$ cat config.mk
export PLATFORM = sky130hd
export DESIGN_NAME = mem_stage_lsu
export DESIGN_NICKNAME = d
export VERILOG_FILES = /design/src/rtl/mem_stage_lsu_pkg.sv /design/src/rtl/mem_stage_lsu_load_align.sv /design/src/rtl/mem_stage_lsu.sv
export SDC_FILE = /design/constraint.sdc
export NUM_CORES = 1
export LEC_CHECK = 0
export CAP_MARGIN = 20
export CORE_AREA = 2 2 157 159
export CTS_BUF_LIST = sky130_fd_sc_hd__clkbuf_4 sky130_fd_sc_hd__clkbuf_8
export CTS_CLUSTER_SIZE = 10
export DETAILED_ROUTE_END_ITERATION = 10
export DIE_AREA = 0 0 159 161
export PLACE_DENSITY = 0.86
export SKIP_LAST_GASP = 1
export SLEW_MARGIN = 10
export SYNTH_ARGS = -nofsm -noshare
export SYNTH_HDL_FRONTEND = slang
export SYNTH_SLANG_ARGS = --single-unit
$ cat constraint.sdc
create_clock -name clk -period 7.1 [get_ports clk]
set_input_delay 1.065 -clock clk [delete_from_list [all_inputs] [get_ports clk]]
set_output_delay 1.065 -clock clk [all_outputs]
set_load 0.05 [all_outputs]
$ cat src/rtl/mem_stage_lsu_pkg.sv
// Shared types for the memory-access stage: access sizes and the LSU sequencer states.
package mem_stage_lsu_pkg;

  typedef enum logic [1:0] {
    MSIZE1 = 2'd0,
    MSIZE2 = 2'd1,
    MSIZE4 = 2'd2,
    MSIZE8 = 2'd3
  } msize_t;

  typedef enum logic [1:0] {
    IDLE = 2'd0,
    REQ  = 2'd1,
    WAIT = 2'd2
  } lsu_state_t;

  function automatic logic [3:0] size_bytes(msize_t s);
    return 4'd1 << s;
  endfunction

endpackage

$ cat src/rtl/mem_stage_lsu_load_align.sv
// Combinational load-data aligner: shifts the addressed bytes down to bit 0 and
// sign- or zero-extends them to the register width.
module load_align
  import mem_stage_lsu_pkg::*;
#(
  parameter int DATA_W = 64,
  parameter int XLEN   = 64,
  parameter int OFF_W  = $clog2(DATA_W / 8)
) (
  input  logic [DATA_W-1:0] raw,
  input  logic [OFF_W-1:0]  off,
  input  msize_t            size,
  input  logic              zext,
  output logic [XLEN-1:0]   result
);

  // Narrow buses never carry an 8-byte load, so clamp the sign-bit index.
  localparam int TOP8 = (DATA_W >= 64) ? 63 : DATA_W - 1;

  logic [DATA_W-1:0] sh;
  logic              sign;
  int                nbits;

  always_comb begin
    sh     = raw >> {off, 3'b000};
    nbits  = 8;
    sign   = 1'b0;
    result = '0;
    unique case (size)
      MSIZE1: begin nbits = 8;  sign = sh[7];    end
      MSIZE2: begin nbits = 16; sign = sh[15];   end
      MSIZE4: begin nbits = 32; sign = sh[31];   end
      MSIZE8: begin nbits = 64; sign = sh[TOP8]; end
    endcase
    for (int i = 0; i < XLEN; i++) begin
      result[i] = (i < nbits) ? sh[i] : (sign & ~zext);
    end
  end

endmodule

$ cat src/rtl/mem_stage_lsu.sv
// Memory-access stage: issues one bus request per load/store, holds it until accepted,
// copes with split addr_ok/data_ok handshakes, flags misaligned accesses and aligns loads.
module mem_stage_lsu
  import mem_stage_lsu_pkg::*;
#(
  parameter int ADDR_W = 64,
  parameter int DATA_W = 64,
  parameter int XLEN   = 64
) (
  input  logic                clk,
  input  logic                reset,
  input  logic                in_valid,
  input  logic                in_load,
  input  logic                in_store,
  input  logic [ADDR_W-1:0]   in_addr,
  input  logic [1:0]          in_size,
  input  logic                in_unsigned,
  input  logic [XLEN-1:0]     in_wdata,
  input  logic                flush,
  output logic                dreq_valid,
  output logic [ADDR_W-1:0]   dreq_addr,
  output logic [1:0]          dreq_size,
  output logic [DATA_W/8-1:0] dreq_strobe,
  output logic [DATA_W-1:0]   dreq_data,
  input  logic                dresp_addr_ok,
  input  logic                dresp_data_ok,
  input  logic [DATA_W-1:0]   dresp_data,
  output logic                stall,
  output logic                done,
  output logic [XLEN-1:0]     rdata,
  output logic                misalign
);

  localparam int STRB_W = DATA_W / 8;
  localparam int OFF_W  = $clog2(STRB_W);

  lsu_state_t state, state_nxt;

  logic                memop, bad, go, drop_set;
  logic [OFF_W-1:0]    off;
  logic [3:0]          off4;
  logic [3:0]          nbytes;
  logic [15:0]         mask16;
  logic [STRB_W+15:0]  strb_full;
  logic [STRB_W-1:0]   st_strobe;
  logic [DATA_W-1:0]   wd_ext, st_data;

  logic [OFF_W-1:0]    off_q;
  msize_t              size_q;
  logic                uns_q, load_q, drop_q;
  logic [XLEN-1:0]     aligned;

  // Decode the live instruction: alignment check plus store lane placement.
  always_comb begin
    off    = in_addr[OFF_W-1:0];
    off4   = '0;
    off4[OFF_W-1:0] = off;
    nbytes = size_bytes(msize_t'(in_size));
    memop  = in_valid & (in_load | in_store);
    bad    = (|(off4 & (nbytes - 4'd1))) | ({1'b0, nbytes} > 5'(STRB_W));
    go     = memop & ~bad & ~flush;

    mask16    = (16'd1 << nbytes) - 16'd1;
    strb_full = {{STRB_W{1'b0}}, mask16} << off;
    st_strobe = strb_full[STRB_W-1:0];

    wd_ext = '0;
    wd_ext[XLEN-1:0] = in_wdata;
    st_data = wd_ext << {off, 3'b000};
  end

  // Sequencer next state and handshake outputs; a flushed WAIT keeps stalling until data_ok drains it.
  always_comb begin
    state_nxt = state;
    stall     = 1'b0;
    done      = 1'b0;
    misalign  = 1'b0;
    drop_set  = 1'b0;
    unique case (state)
      IDLE: begin
        misalign = memop & bad & ~flush;
        stall    = go;
        if (go) state_nxt = REQ;
      end
      REQ: begin
        if (dresp_addr_ok && dresp_data_ok) begin
          state_nxt = IDLE;
          done      = ~flush;
        end else if (dresp_addr_ok) begin
          state_nxt = WAIT;
          stall     = 1'b1;
          drop_set  = flush;
        end else if (flush) begin
          state_nxt = IDLE;
        end else begin
          stall = 1'b1;
        end
      end
      WAIT: begin
        if (dresp_data_ok) begin
          state_nxt = IDLE;
          done      = ~drop_q & ~flush;
        end else begin
          stall    = 1'b1;
          drop_set = flush;
        end
      end
      default: state_nxt = IDLE;
    endcase
  end

  always_ff @(posedge clk) begin
    if (reset) begin
      state       <= IDLE;
      dreq_valid  <= 1'b0;
      dreq_addr   <= '0;
      dreq_size   <= '0;
      dreq_strobe <= '0;
      dreq_data   <= '0;
      off_q       <= '0;
      size_q      <= MSIZE1;
      uns_q       <= 1'b0;
      load_q      <= 1'b0;
      drop_q      <= 1'b0;
    end else begin
      state <= state_nxt;
      if (state == IDLE && go) begin
        dreq_valid  <= 1'b1;
        dreq_addr   <= in_addr;
        dreq_size   <= in_size;
        dreq_strobe <= in_store ? st_strobe : '0;
        dreq_data   <= in_store ? st_data : '0;
        off_q       <= off;
        size_q      <= msize_t'(in_size);
        uns_q       <= in_unsigned;
        load_q      <= in_load;
      end else if (state == REQ && (dresp_addr_ok || flush)) begin
        dreq_valid <= 1'b0;
      end
      if (state_nxt == IDLE) drop_q <= 1'b0;
      else if (drop_set)     drop_q <= 1'b1;
    end
  end

  load_align #(.DATA_W(DATA_W), .XLEN(XLEN), .OFF_W(OFF_W)) u_align (
    .raw    (dresp_data),
    .off    (off_q),
    .size   (size_q),
    .zext   (uns_q),
    .result (aligned)
  );

  assign rdata = (done && load_q) ? aligned : '0;

endmodule

# Yosys cells after proc, flatten, opt, wreduce, memory -nomap -nowiden
# Index checks and enable logic that the tools add are counted.
# classes
n_addsub	2
n_eq_ne	5
magnitude_cmp	65
mux	90
n_bitwise	14
reduce_logical	11
shifts	5
# ops
op	n
7-bit by 32-bit less-than comparator with 1-bit output, first input constant	32
6-bit by 32-bit less-than comparator with 1-bit output, first input constant	16
5-bit by 32-bit less-than comparator with 1-bit output, first input constant	8
4-bit by 32-bit less-than comparator with 1-bit output, first input constant	4
64-bit 2-to-1 mux	2
32-bit one-hot mux with 4 select lines	1
1-bit 2-to-1 mux	76
3-bit by 32-bit less-than comparator with 1-bit output, first input constant	2
64-bit by 6-bit << shifter with 64-bit output	1
64-bit by 6-bit >> shifter with 64-bit output	1
1-bit by 32-bit less-than comparator with 1-bit output, first input constant	1
2-bit by 32-bit less-than comparator with 1-bit output, first input constant	1
1-bit by 4-bit << shifter with 16-bit output, first input constant	1
16-bit by 3-bit << shifter with 8-bit output	1
16-bit by 1-bit subtractor with 16-bit output, second input constant	1
2-bit 2-to-1 mux	5
8-bit 2-to-1 mux	1
1-bit bitwise AND	7
2-bit equality test, second input constant	3
2-bit logical NOT	3
2-bit one-hot mux with 3 select lines	1
3-bit by 4-bit bitwise AND with 4-bit output	1
2-bit by 1-bit equality test with 1-bit output, second input constant	2
4-bit > comparator, second input constant	1
other kinds (12)	20
# totals
output_inout_bits	206
in_bits	203
wordCells	202
ff_bits	147

# Longest topological paths before layout
# Gate-level depths: netlist of the first run.
# logic_depth
depth_word	12
depth_mapped	11
depth_no_buf	8

# Cells and area by module
# A second synthesis of the first run with hierarchy kept.
# hier_totals
cells_unflattened	1209
area_unflattened_um2	9236.4
# modules_own_cells
mod	seq_area_each_um2	cells_per_inst	area_each_um2	instances
mem_stage_lsu	2882.8	899	7140.6	1
load_align	0.0	310	2095.8	1

# Worst setup path after synthesis of the first run
# No wires, ideal clock.
# synth_path
path_type	input to output
from	input flush
to	output rdata[16]
n_path_buf	0
setup_slack_ns	2.398
cell_stages	5
required_ns	6.035
t_arrival_ns	3.637
path_cell_list	nand3b_1 > a21oi_1 > and2_0 > nand2_1 > o21ai_0
# synth_between
elab_chain_cells	6
elab_cells_between_ends	7
classes_between	mux (4); bitwise (2); reduce/logical (1)
# synth_lines
element	line_no	text
start: declaration	mem_stage_lsu.sv:19	input logic flush,
1-bit inverter (*)	mem_stage_lsu.sv:88, mem_stage_lsu.sv:102	
1-bit bitwise AND	mem_stage_lsu.sv:102	done = ~drop_q & ~flush;
1-bit 2-to-1 mux	mem_stage_lsu.sv:100	if (dresp_data_ok) begin
1-bit one-hot mux with 2 select lines (*)	mem_stage_lsu.sv:79	unique case (state)
via done	mem_stage_lsu.sv:29	output logic done,
1-bit logical AND (*)	mem_stage_lsu.sv:153	assign rdata = (done && load_q) ? aligned : '0;
64-bit 2-to-1 mux (*)	mem_stage_lsu.sv:153	
end: declaration	mem_stage_lsu.sv:30	output logic [XLEN-1:0] rdata,
# The timed path passes the listed nets; every way through them passes the cells marked *.

# Final worst setup path of the first run
# layout_path
from	input in_size[1]
to	output stall
# layout_between
elab_chain_cells	9
elab_cells_between_ends	10
classes_between	add/sub (1); order compare (1); shift (1); mux (1); bitwise (5); reduce/logical (1)
# layout_lines
element	line_no	text
start: declaration	mem_stage_lsu.sv:16	input logic [1:0] in_size,
1-bit by 2-bit << shifter with 4-bit output (*)	mem_stage_lsu_pkg.sv:18	return 4'd1 << s;
4-bit by 1-bit subtractor with 4-bit output	mem_stage_lsu.sv:60	bad = (|(off4 & (nbytes - 4'd1))) | ({1'b0, nbytes} > 5'(STRB_W));
3-bit by 4-bit bitwise AND with 4-bit output	mem_stage_lsu.sv:60	
4-bit OR reduction	mem_stage_lsu.sv:60	
1-bit bitwise OR (*)	mem_stage_lsu.sv:60	
1-bit inverter (*)	mem_stage_lsu.sv:61	go = memop & ~bad & ~flush;
1-bit bitwise AND (*) (2 in series)	mem_stage_lsu.sv:61	
1-bit one-hot mux with 3 select lines (*)	mem_stage_lsu.sv:79	
end: declaration	mem_stage_lsu.sv:28	output logic stall,
# Every way passes the cells marked *; elsewhere a longest branch is shown, timed or not.

==> flow_summary.toml, run 1 <==
[status]
status = "finished clean"

[worst_setup_path]
r2r-end = "dreq_data[0]"
crit_path_cell_trace = "clkdlybuf4s50_1 -> or2_2 -> ha_1 -> nand2b_1 -> nand3_1 -> or2_4 -> a31oi_1 -> clkdlybuf4s50_1"
setup.worst_path.end_class = "output pin"
path_delay_family = "buffers and inverters"
critical_path_class = "input port to output pin"
r2r_setup_slack_ns = 3.98
cp_data_arrival_time_ns = 4.36
slowest_stage = "clkdlybuf4s50_1"
r2r_cells = 7
path_max_fanout = 48
path_common_cell = "clkdlybuf4s50_1"
slowest_delay_ns = 0.84
critPathRequiredTime_ns = 6.03
timing.rr.start = "state[1]"
critPathLaunchType = "input port"
path_buf_inv = 2

[logic_synthesis]
ys_seq_elements = 144
synth_top_area_cell = "dfxtp_1"
synth_edf_count = 0
avgSynthCellArea_sq_um = 8.36
yosys-top-cells-area = "dfxtp_1 31%, mux2i_1 9.6%, nand2_1 8.4%"
ys_async_sr_fraction_pct = 0
yosys_most_used_dff = "dfxtp_1"
yosysSeqAreaShare_pct = 31.0
synth_top_area_share_pct = 31.0
synth_cells = 1113
syn_area_sq_um = 9310
yosys_warnings = 0
synth_nets = 1323
ys_types = 61

[sta]
period_share_pct = 76.4
finalSetupTns_ns = 0
maxSlewViolCount = 0
worst_slew_pin_slew_ns = 1.06
rsz0062_at_grt = "no"
finClkSkew_ns = 0.0157
setup_viol_count_final = 0
hold_violations = 0
slew_headroom_pct = 29.6
fmax_mhz = 184
min_period_ns = 5.43

[final_layout]
num_antenna_cells = 0
area_growth_syn_to_layout_pct = 48.1
final_core_util_pct = 57.5
nNetsFinal = 1662
drive_gt1_share_pct = 10.9

[hold_path]
holdPathStages = 2
hp-class = "flip-flop to flip-flop"
holdCritStartpoint = "dreq_data[47]"
worstHoldEndpoint = "dreq_data[47]"

[clocking]
cts_buffer_depth = 2
cts_resized = 0
cts_buffers = 17
cts_tree = "done"
cts_hold_buf = 0
cts_setup_buffers = 0
clock-sinks = 144
htreeDepth = 4
cts_root_buf = "clkbuf_8"
cts.clk_slew.worst_paths_ns = 0.08
clk_latency_ns = 0.46

[route]
first_pass_iters = 8
drt_iter0_markers = 912
viasPerCell = 5.70
wire_per_inst_um = 20.5
ant_nets = 0
vias = 10206
routed_wl_um = 36600
drc = 0

[place]
portBuffers = 408
post-dp-hpwl_um = 27200
gp_congestion = 0.977

[pwr]
power_per_cell_area_nw_per_um2 = 143
leakage_uw = 0.00484
total_power_uw = 1970
max-vdd-ir-drop_uv = 121

[floorplan]
die_width_um = 159
die_area_sq_um = 25600
pin_count = 409
start_util_pct = 38.8
core_sq_um = 24000
chipHeight_um = 161
num_rows = 57

[global_routing]
antenna_found_initial = 0
first_global_vias = 9747
gr-total-overflow = 0
grt_usage_pct = 27.2
grt_max_degree = 88
grt_pass1_wl_um = 55400

[job]
cap_violations = 0
[layout by cell type, fill, tap and decap left out, types with 8 or more instances in the layout]
master             n
nor2b_1           24
a21oi_1          109
a211oi_1          34
mux2_2            38
o21ai_2           18
a2bb2oi_1          8
o22ai_1            8
clkdlybuf4s50_1  405
mux4_2            33
nand2_1          208
o21ai_0           40
nor2_1            83
buf_4             16
o2bb2ai_1         25
a22oi_1           44
inv_1             11
dfxtp_1          142
mux2i_1           89
clkbuf_8          17
o21ai_1            8
a22o_1             9
and2_1             9
[flip-flops by register name, indices dropped and copies added, names as in the netlist]
register,cells
state,2
dreq_strobe,8
load_q,1
dreq_addr,64
dreq_data,64
drop_q,1
size_q,2
uns_q,1
dreq_valid,1
[stage by stage]
step | setup slack, ns | hold WS (ns) | area (sq um) | cells
after CTS | 1.67 | 0.458 | 13800 | 1789
after detailed placement | 1.69 | 0.446 | 13400 | 1757
after global routing | 1.48 | 0.471 | 13800 | 1789
after global placement | 1.79 | 0.440 | 13400 | 1757
final | 1.67 | 0.457 | 13800 | 1789
after floorplan | 2.40 | 0.446 | 9310 | 1113
[per-layer routing]
| layer | wire length, um | vias up | track usage, % |
|---|---|---|---|
| met5 | 0 | - | 0 |
| met4 | 1660 | 0 | 12.6 |
| met3 | 3470 | 106 | 7.37 |
| met2 | 17700 | 596 | 47.3 |
| met1 | 13800 | 4800 | 31.4 |
| li1 | - | 4704 | - |
[worst max path at each step]
stage	startpoint	end	slack, ns	cells past startpoint
floorplan	flush	rdata[16]	2.40	5
global placement	in_size[1]	stall	1.79	8
CTS	in_size[1]	stall	1.67	8
detailed placement	in_size[1]	stall	1.69	8
global route	in_size[1]	stall	1.48	8
finish	in_size[1]	stall	1.67	8
[area by class of cell]
cell class	instances	area [sq um]
inverter	13	48.8
sequential	144	2890
timing repair buffer	422	4180
fill	2085	10200
clock inverter	13	114
multi-input combinational	854	5900
clock buffer	19	249
tap	324	405
[Yosys cell counts, drive strengths merged, types with 5 or more instances]
| master | instances |
|---|---|
| a22oi | 44 |
| o2bb2ai | 25 |
| ha | 7 |
| nor2 | 85 |
| mux4 | 33 |
| inv | 12 |
| a2bb2oi | 8 |
| o21ai | 66 |
| nor3 | 5 |
| clkbuf | 45 |
| dfxtp | 144 |
| a22o | 9 |
| a21oi | 109 |
| nor2b | 24 |
| and2 | 10 |
| nand3 | 5 |
| o22ai | 8 |
| a211oi | 34 |
| nand2 | 208 |
| mux2 | 38 |
| mux2i | 89 |
| o221a | 7 |
| buf | 57 |
[where the power goes]
part	switching [uW]	leakage (uW)	total (uW)	internal, uW
Sequential	11.5	0.00116	835	824
Combinational	271	0.00348	509	238
Clock	343	0.000187	629	285
[cells by family after synthesis]
kind of cell,after synthesis,synth area share [%]
fa+ha+maj,7,0.941
flops,144,31.0
xor+xnor,1,0.0941
compound gates,331,23.9
mux,160,22.2
simple gates,355,16.2
buf+inv,115,5.77
[tightest hold or removal path, delay by kind of cell, from the launching register on]
family           cells  cell delay [ns]
AO/OA/AOI/OAI        1             0.05
flip-flops           1             0.31
AND/OR/NAND/NOR      1             0.05
Power figures use the tool's default switching activity.
==> run 2: changes to the inputs <==
--- a/config.mk
+++ b/config.mk
@@ -6,12 +6,12 @@
 export NUM_CORES = 1
 export LEC_CHECK = 0
 export CAP_MARGIN = 20
-export CORE_AREA = 2 2 157 159
+export CORE_AREA = 2 2 158 160
 export CTS_BUF_LIST = sky130_fd_sc_hd__clkbuf_4 sky130_fd_sc_hd__clkbuf_8
 export CTS_CLUSTER_SIZE = 10
 export DETAILED_ROUTE_END_ITERATION = 10
-export DIE_AREA = 0 0 159 161
-export PLACE_DENSITY = 0.86
+export DIE_AREA = 0 0 160 162
+export PLACE_DENSITY = 0.85
 export SKIP_LAST_GASP = 1
 export SLEW_MARGIN = 10
 export SYNTH_ARGS = -nofsm -noshare
==> constraint.sdc (replaced) <==
create_clock -name clk -period 5.1 [get_ports clk]
set_input_delay 0.765 -clock clk [delete_from_list [all_inputs] [get_ports clk]]
set_output_delay 0.765 -clock clk [all_outputs]
set_load 0.05 [all_outputs]
==> run 2 against run 1 <==
Against the previous run: critical path depth is 1 lower; non-clock buffer count is 5 higher; wire length is 2.3% higher; first-iteration DRC count is 8.7% higher; combinational power is 40% higher; final cell count is 0.34% higher; critical path type unchanged.
==> flow_summary.toml, run 2 (synthesis results as in run 1) <==
[hold_path]
holdCritStartpoint = "dreq_addr[29]"
hp-class = "flip-flop to flip-flop"
holdPathStages = 2
worstHoldEndpoint = "dreq_addr[29]"

[pwr]
intPower_uw = 1880
leakage_uw = 0.00494
p_seq_share_pct = 41.6
switchingPower_uw = 915
power_per_cell_area_nw_per_um2 = 203
power_frac_comb_pct = 25.5
p_sw_share_pct = 32.7
clkPwrFrac_pct = 32.9
max-vdd-ir-drop_uv = 161

[worst_setup_path]
r2r_cells = 8
critPathLaunchType = "input port"
setup.worst_path.end_class = "output pin"
timing.rr.start = "state[1]"
critical_path_class = "input port to output pin"
r2r-end = "dreq_data[7]"
cp_data_arrival_time_ns = 3.79
r2r_setup_slack_ns = 2.44
path_max_fanout = 8
critPathRequiredTime_ns = 4.34

[route]
drc = 0
wire_per_inst_um = 20.9
routed_wl_um = 37500
drt_iter0_markers = 991
viasPerCell = 5.68
ant_nets = 0
vias = 10194
first_pass_iters = 6

[clocking]
cts_root_buf = "clkbuf_8"
cts_resized = 0
cts_hold_buf = 0
cts_setup_buffers = 0
cts_buffers = 17
cts.clk_slew.worst_paths_ns = 0.08
cts_buffer_depth = 2
clock-sinks = 144
htreeDepth = 4
cts_tree = "done"
clk_latency_ns = 0.46

[final_layout]
reg_top3 = "dreq_addr: 64 flops, dreq_data: 64 flops, dreq_strobe: 8 flops"
nNetsFinal = 1667
drive_gt1_share_pct = 13.3
final_cell_mix = "375 x clkdlybuf4s50_1, 208 x nand2_1, 142 x dfxtp_1"
final_common_cell = "clkdlybuf4s50_1"
area_growth_syn_to_layout_pct = 48.2
instances_no_fill = 1795

[floorplan]
num_rows = 57
chipHeight_um = 162
core_sq_um = 24100
start_util_pct = 38.6
die_width_um = 160
pin_count = 409
die_area_sq_um = 25900

[sta]
setup_viol_count_final = 0
finalSetupTns_ns = 0
min_period_ns = 4.56
hold_slack_ns = 0.457
finClkSkew_ns = 0.0174
maxSlewViolCount = 0
fmax_mhz = 219
slew_headroom_pct = 33.9
hold_violations = 0
period_share_pct = 89.4
worst_slew_pin_slew_ns = 0.992
rsz0062_at_grt = "no"

[place]
gp_congestion = 1.01
placed_cells = 1762
post-dp-hpwl_um = 27800
portBuffers = 408

[global_routing]
grt_max_degree = 127
grt_pass1_wl_um = 56800
first_global_vias = 10005
gr-total-overflow = 0
antenna_found_initial = 3
grt_usage_pct = 27.7

[status]
status = "finished clean"

[job]
cap_violations = 0
-- run 2: changes by cell type in the layout (fill, tap and decap cells not counted), sizes merged --
cell           before  now
clkdlybuf4s50     405  375
clkinvlp            2    1
diode               0    1
clkinv              8    6
buf                17   52
clkbuf             19   17
inv                15   20
-- run 2: cell type report --
type / count / area, sq um
Multi-Input combinational cell: 854 / 5900
Timing Repair Buffer: 427 / 4170
Sequential cell: 144 / 2890
Clock buffer: 17 / 234
Tap cell: 324 / 405
Fill cell: 2197 / 10300
Inverter: 13 / 48.8
Clock inverter: 15 / 148
Antenna cell: 1 / 2.50
-- run 2: through the flow --
step                total power, uW  area, sq um  util, %  worst slack (ns)
floorplan                      1580         9310        -             0.998
global placement               1880        13400     55.6             0.662
detailed placement             1890        13400     55.6             0.586
CTS                            2810        13800     57.2             0.580
global route                   2910        13800     57.2             0.460
finish                         2800        13800     57.2             0.540
-- run 2: per-layer routing --
layer | part of all wire (%) | GRT usage, % | vias up | routed length (um)
li1 | - | - | 4711 | -
met1 | 38 | 32.0 | 4775 | 14200
met2 | 48 | 47.5 | 595 | 17900
met3 | 9.9 | 8.48 | 111 | 3710
met4 | 4.4 | 12.6 | 2 | 1650
met5 | 0.035 | 0 | - | 13
-- run 2: critical path, cell delays in order --
cell and delay, ns:
clkdlybuf4s50_1 0.57, or3b_1 0.42, or4_4 0.45, a31oi_2 0.30, o21ai_1 0.27, o21ai_0 0.18
clkdlybuf4s50_1 0.84
-- run 2: worst max path at each step --
stage,endpoint,slack [ns],startpoint
CTS,rdata[19],0.58,dresp_data[63]
detailed placement,rdata[19],0.59,dresp_data[63]
floorplan,rdata[16],1.0,flush
global placement,rdata[23],0.66,dresp_data[63]
global route,rdata[19],0.46,dresp_data[63]
finish,rdata[19],0.54,dresp_data[63]
-- run 2: power by group through the flow --
stage | Combinational, uW | Sequential [uW] | Clock [uW]
after detailed placement | 704 | 1190 | 0
after global routing | 755 | 1170 | 985
final | 713 | 1170 | 920
after CTS | 708 | 1160 | 938
after floorplan | 313 | 1260 | 0
after global placement | 692 | 1190 | 0
==> run 3: changes to the inputs <==
--- a/config.mk
+++ b/config.mk
@@ -11,7 +11,9 @@
 export CTS_CLUSTER_SIZE = 10
 export DETAILED_ROUTE_END_ITERATION = 10
 export DIE_AREA = 0 0 160 162
+export HOLD_SLACK_MARGIN = 0.12
 export PLACE_DENSITY = 0.85
+export REMOVE_ABC_BUFFERS = 1
 export SKIP_LAST_GASP = 1
 export SLEW_MARGIN = 10
 export SYNTH_ARGS = -nofsm -noshare
==> constraint.sdc (replaced) <==
create_clock -name clk -period 5.1 [get_ports clk]
set_input_delay 0.765 -clock clk [delete_from_list [all_inputs] [get_ports clk]]
set_output_delay 0.765 -clock clk [all_outputs]
set_load 0.02 [all_outputs]
==> run 3 against run 2 <==
Against the previous run: register-to-register slack worse by 0.15 ns; fmax fell by 0.61%; power down 1.9%; flip-flop and latch count unchanged; worst hold slack better by 0.00058 ns; count of clock-buffer cells in the layout unchanged; wire length fell by 5.6%; combinational power is 10% lower; largest power group unchanged.
==> flow_summary.toml, run 3 (synthesis results as in run 1) <==
[clocking]
cts_buffer_depth = 2
cts.clk_slew.worst_paths_ns = 0.10
htreeDepth = 4
cts_setup_buffers = 0
clk_latency_ns = 0.45
cts_tree = "done"
clock-sinks = 144
cts_buffers = 17
cts_resized = 0
cts_root_buf = "clkbuf_8"
cts_hold_buf = 0

[sta]
fmax_mhz = 218
slew_headroom_pct = 30.9
setup_viol_count_final = 0
period_share_pct = 90.0
hold_slack_ns = 0.458
finClkSkew_ns = 0.0136
min_period_ns = 4.59
hold_violations = 0
maxSlewViolCount = 0
rsz0062_at_grt = "no"
worst_slew_pin_slew_ns = 1.03
finalSetupTns_ns = 0

[worst_setup_path]
setup.worst_path.end_class = "output pin"
cp_data_arrival_time_ns = 3.82
critical_path_class = "flip-flop to output pin"
critPathRequiredTime_ns = 4.34
path_max_fanout = 30
critPathLaunchType = "flip-flop"

[route]
ant_nets = 0
first_pass_iters = 5
drc = 0
wire_per_inst_um = 19.7
vias = 10048
drt_iter0_markers = 873
routed_wl_um = 35400
viasPerCell = 5.59

[pwr]
max-vdd-ir-drop_uv = 185
intPower_uw = 1890
power_per_cell_area_nw_per_um2 = 198
switchingPower_uw = 853
power_frac_comb_pct = 23.3
p_seq_share_pct = 42.5
clkPwrFrac_pct = 34.2
leakage_uw = 0.00488
p_sw_share_pct = 31.1

[final_layout]
reg_top3 = "dreq_addr: 64 flops, dreq_data: 64 flops, dreq_strobe: 8 flops"
final_cell_mix = "404 x clkdlybuf4s50_1, 208 x nand2_1, 142 x dfxtp_1"
nNetsFinal = 1668
instances_no_fill = 1796
final_common_cell = "clkdlybuf4s50_1"
drive_gt1_share_pct = 11.4
area_growth_syn_to_layout_pct = 49.0

[floorplan]
pin_count = 409
num_rows = 57
die_area_sq_um = 25900
core_sq_um = 24100
chipHeight_um = 162
start_util_pct = 38.6
die_width_um = 160

[status]
status = "finished clean"

[place]
portBuffers = 408
gp_congestion = 0.932
placed_cells = 1763
post-dp-hpwl_um = 26000

[global_routing]
antenna_found_initial = 1
grt_max_degree = 84
grt_pass1_wl_um = 54300
gr-total-overflow = 0
grt_usage_pct = 26.2
first_global_vias = 9919

[job]
cap_violations = 0

[hold_path]
hp-class = "flip-flop to flip-flop"
## run 3: cell count changes in the layout (fill, tap and decap cells not counted)
cell / previous run / this run
buf_4: 49 / 22
inv_6: 5 / 4
clkinv_2: 3 / 1
inv_8: 3 / 4
clkinv_8: 0 / 2
buf_2: 1 / 2
buf_12: 2 / 0
clkdlybuf4s50_1: 375 / 404
## run 3: path summary, 6_finish.rpt
check | start | endpoint | slack [ns] | cells past startpoint
max | dreq_addr[1] | rdata[36] | 0.51 | 8
min reg2reg | dreq_strobe[4] | dreq_strobe[4] | 0.46 | 2
min | dreq_strobe[4] | dreq_strobe[4] | 0.46 | 2
max reg2reg | state[1] | dreq_addr[14] | 2.29 | 8
## run 3: cell type report
cell class	count	area, sq um
multi-input cells	854	5900
clock inverters	15	173
repair buffers	428	4220
diodes	1	2.50
inverters	13	48.8
clock buffers	17	234
well taps	324	405
fillers	2131	10200
flip-flops and latches	144	2890
## run 3: worst max-delay path: stages, from the launching register on
cell,delay [ns]
dfxtp_2,0.78
buf_4,0.48
nor2_1,0.07
o2bb2ai_1,0.16
nor3_1,0.51
o21ai_2,0.27
buf_4,0.31
o21ai_1,0.12
clkdlybuf4s50_1,0.63
## run 3: metrics by stage
stage	setup WS, ns	power (uW)	util [%]	cell area [sq um]
2_1_floorplan	-0.789	1480	-	8820
3_3_place_gp	0.769	1810	55.8	13500
3_5_place_dp	0.702	1820	55.8	13500
4_1_cts	0.517	2760	57.5	13900
5_1_grt	0.267	2860	57.5	13900
6_report	0.512	2750	57.5	13900
## run 3: routing by layer
| layer | share of wire (%) | track usage [%] |
|---|---|---|
| met1 | 39 | 30.2 |
| met2 | 49 | 45.7 |
| met3 | 8.7 | 7.30 |
| met4 | 3.7 | 11.2 |
| met5 | 0 | 0 |
## run 3: power groups by stage
stage | Combinational [uW] | Clock, uW | Sequential (uW)
2_1_floorplan | 253 | 0 | 1220
3_5_place_dp | 631 | 0 | 1190
3_3_place_gp | 623 | 0 | 1190
4_1_cts | 635 | 959 | 1170
6_report | 640 | 938 | 1170
5_1_grt | 685 | 1000 | 1170
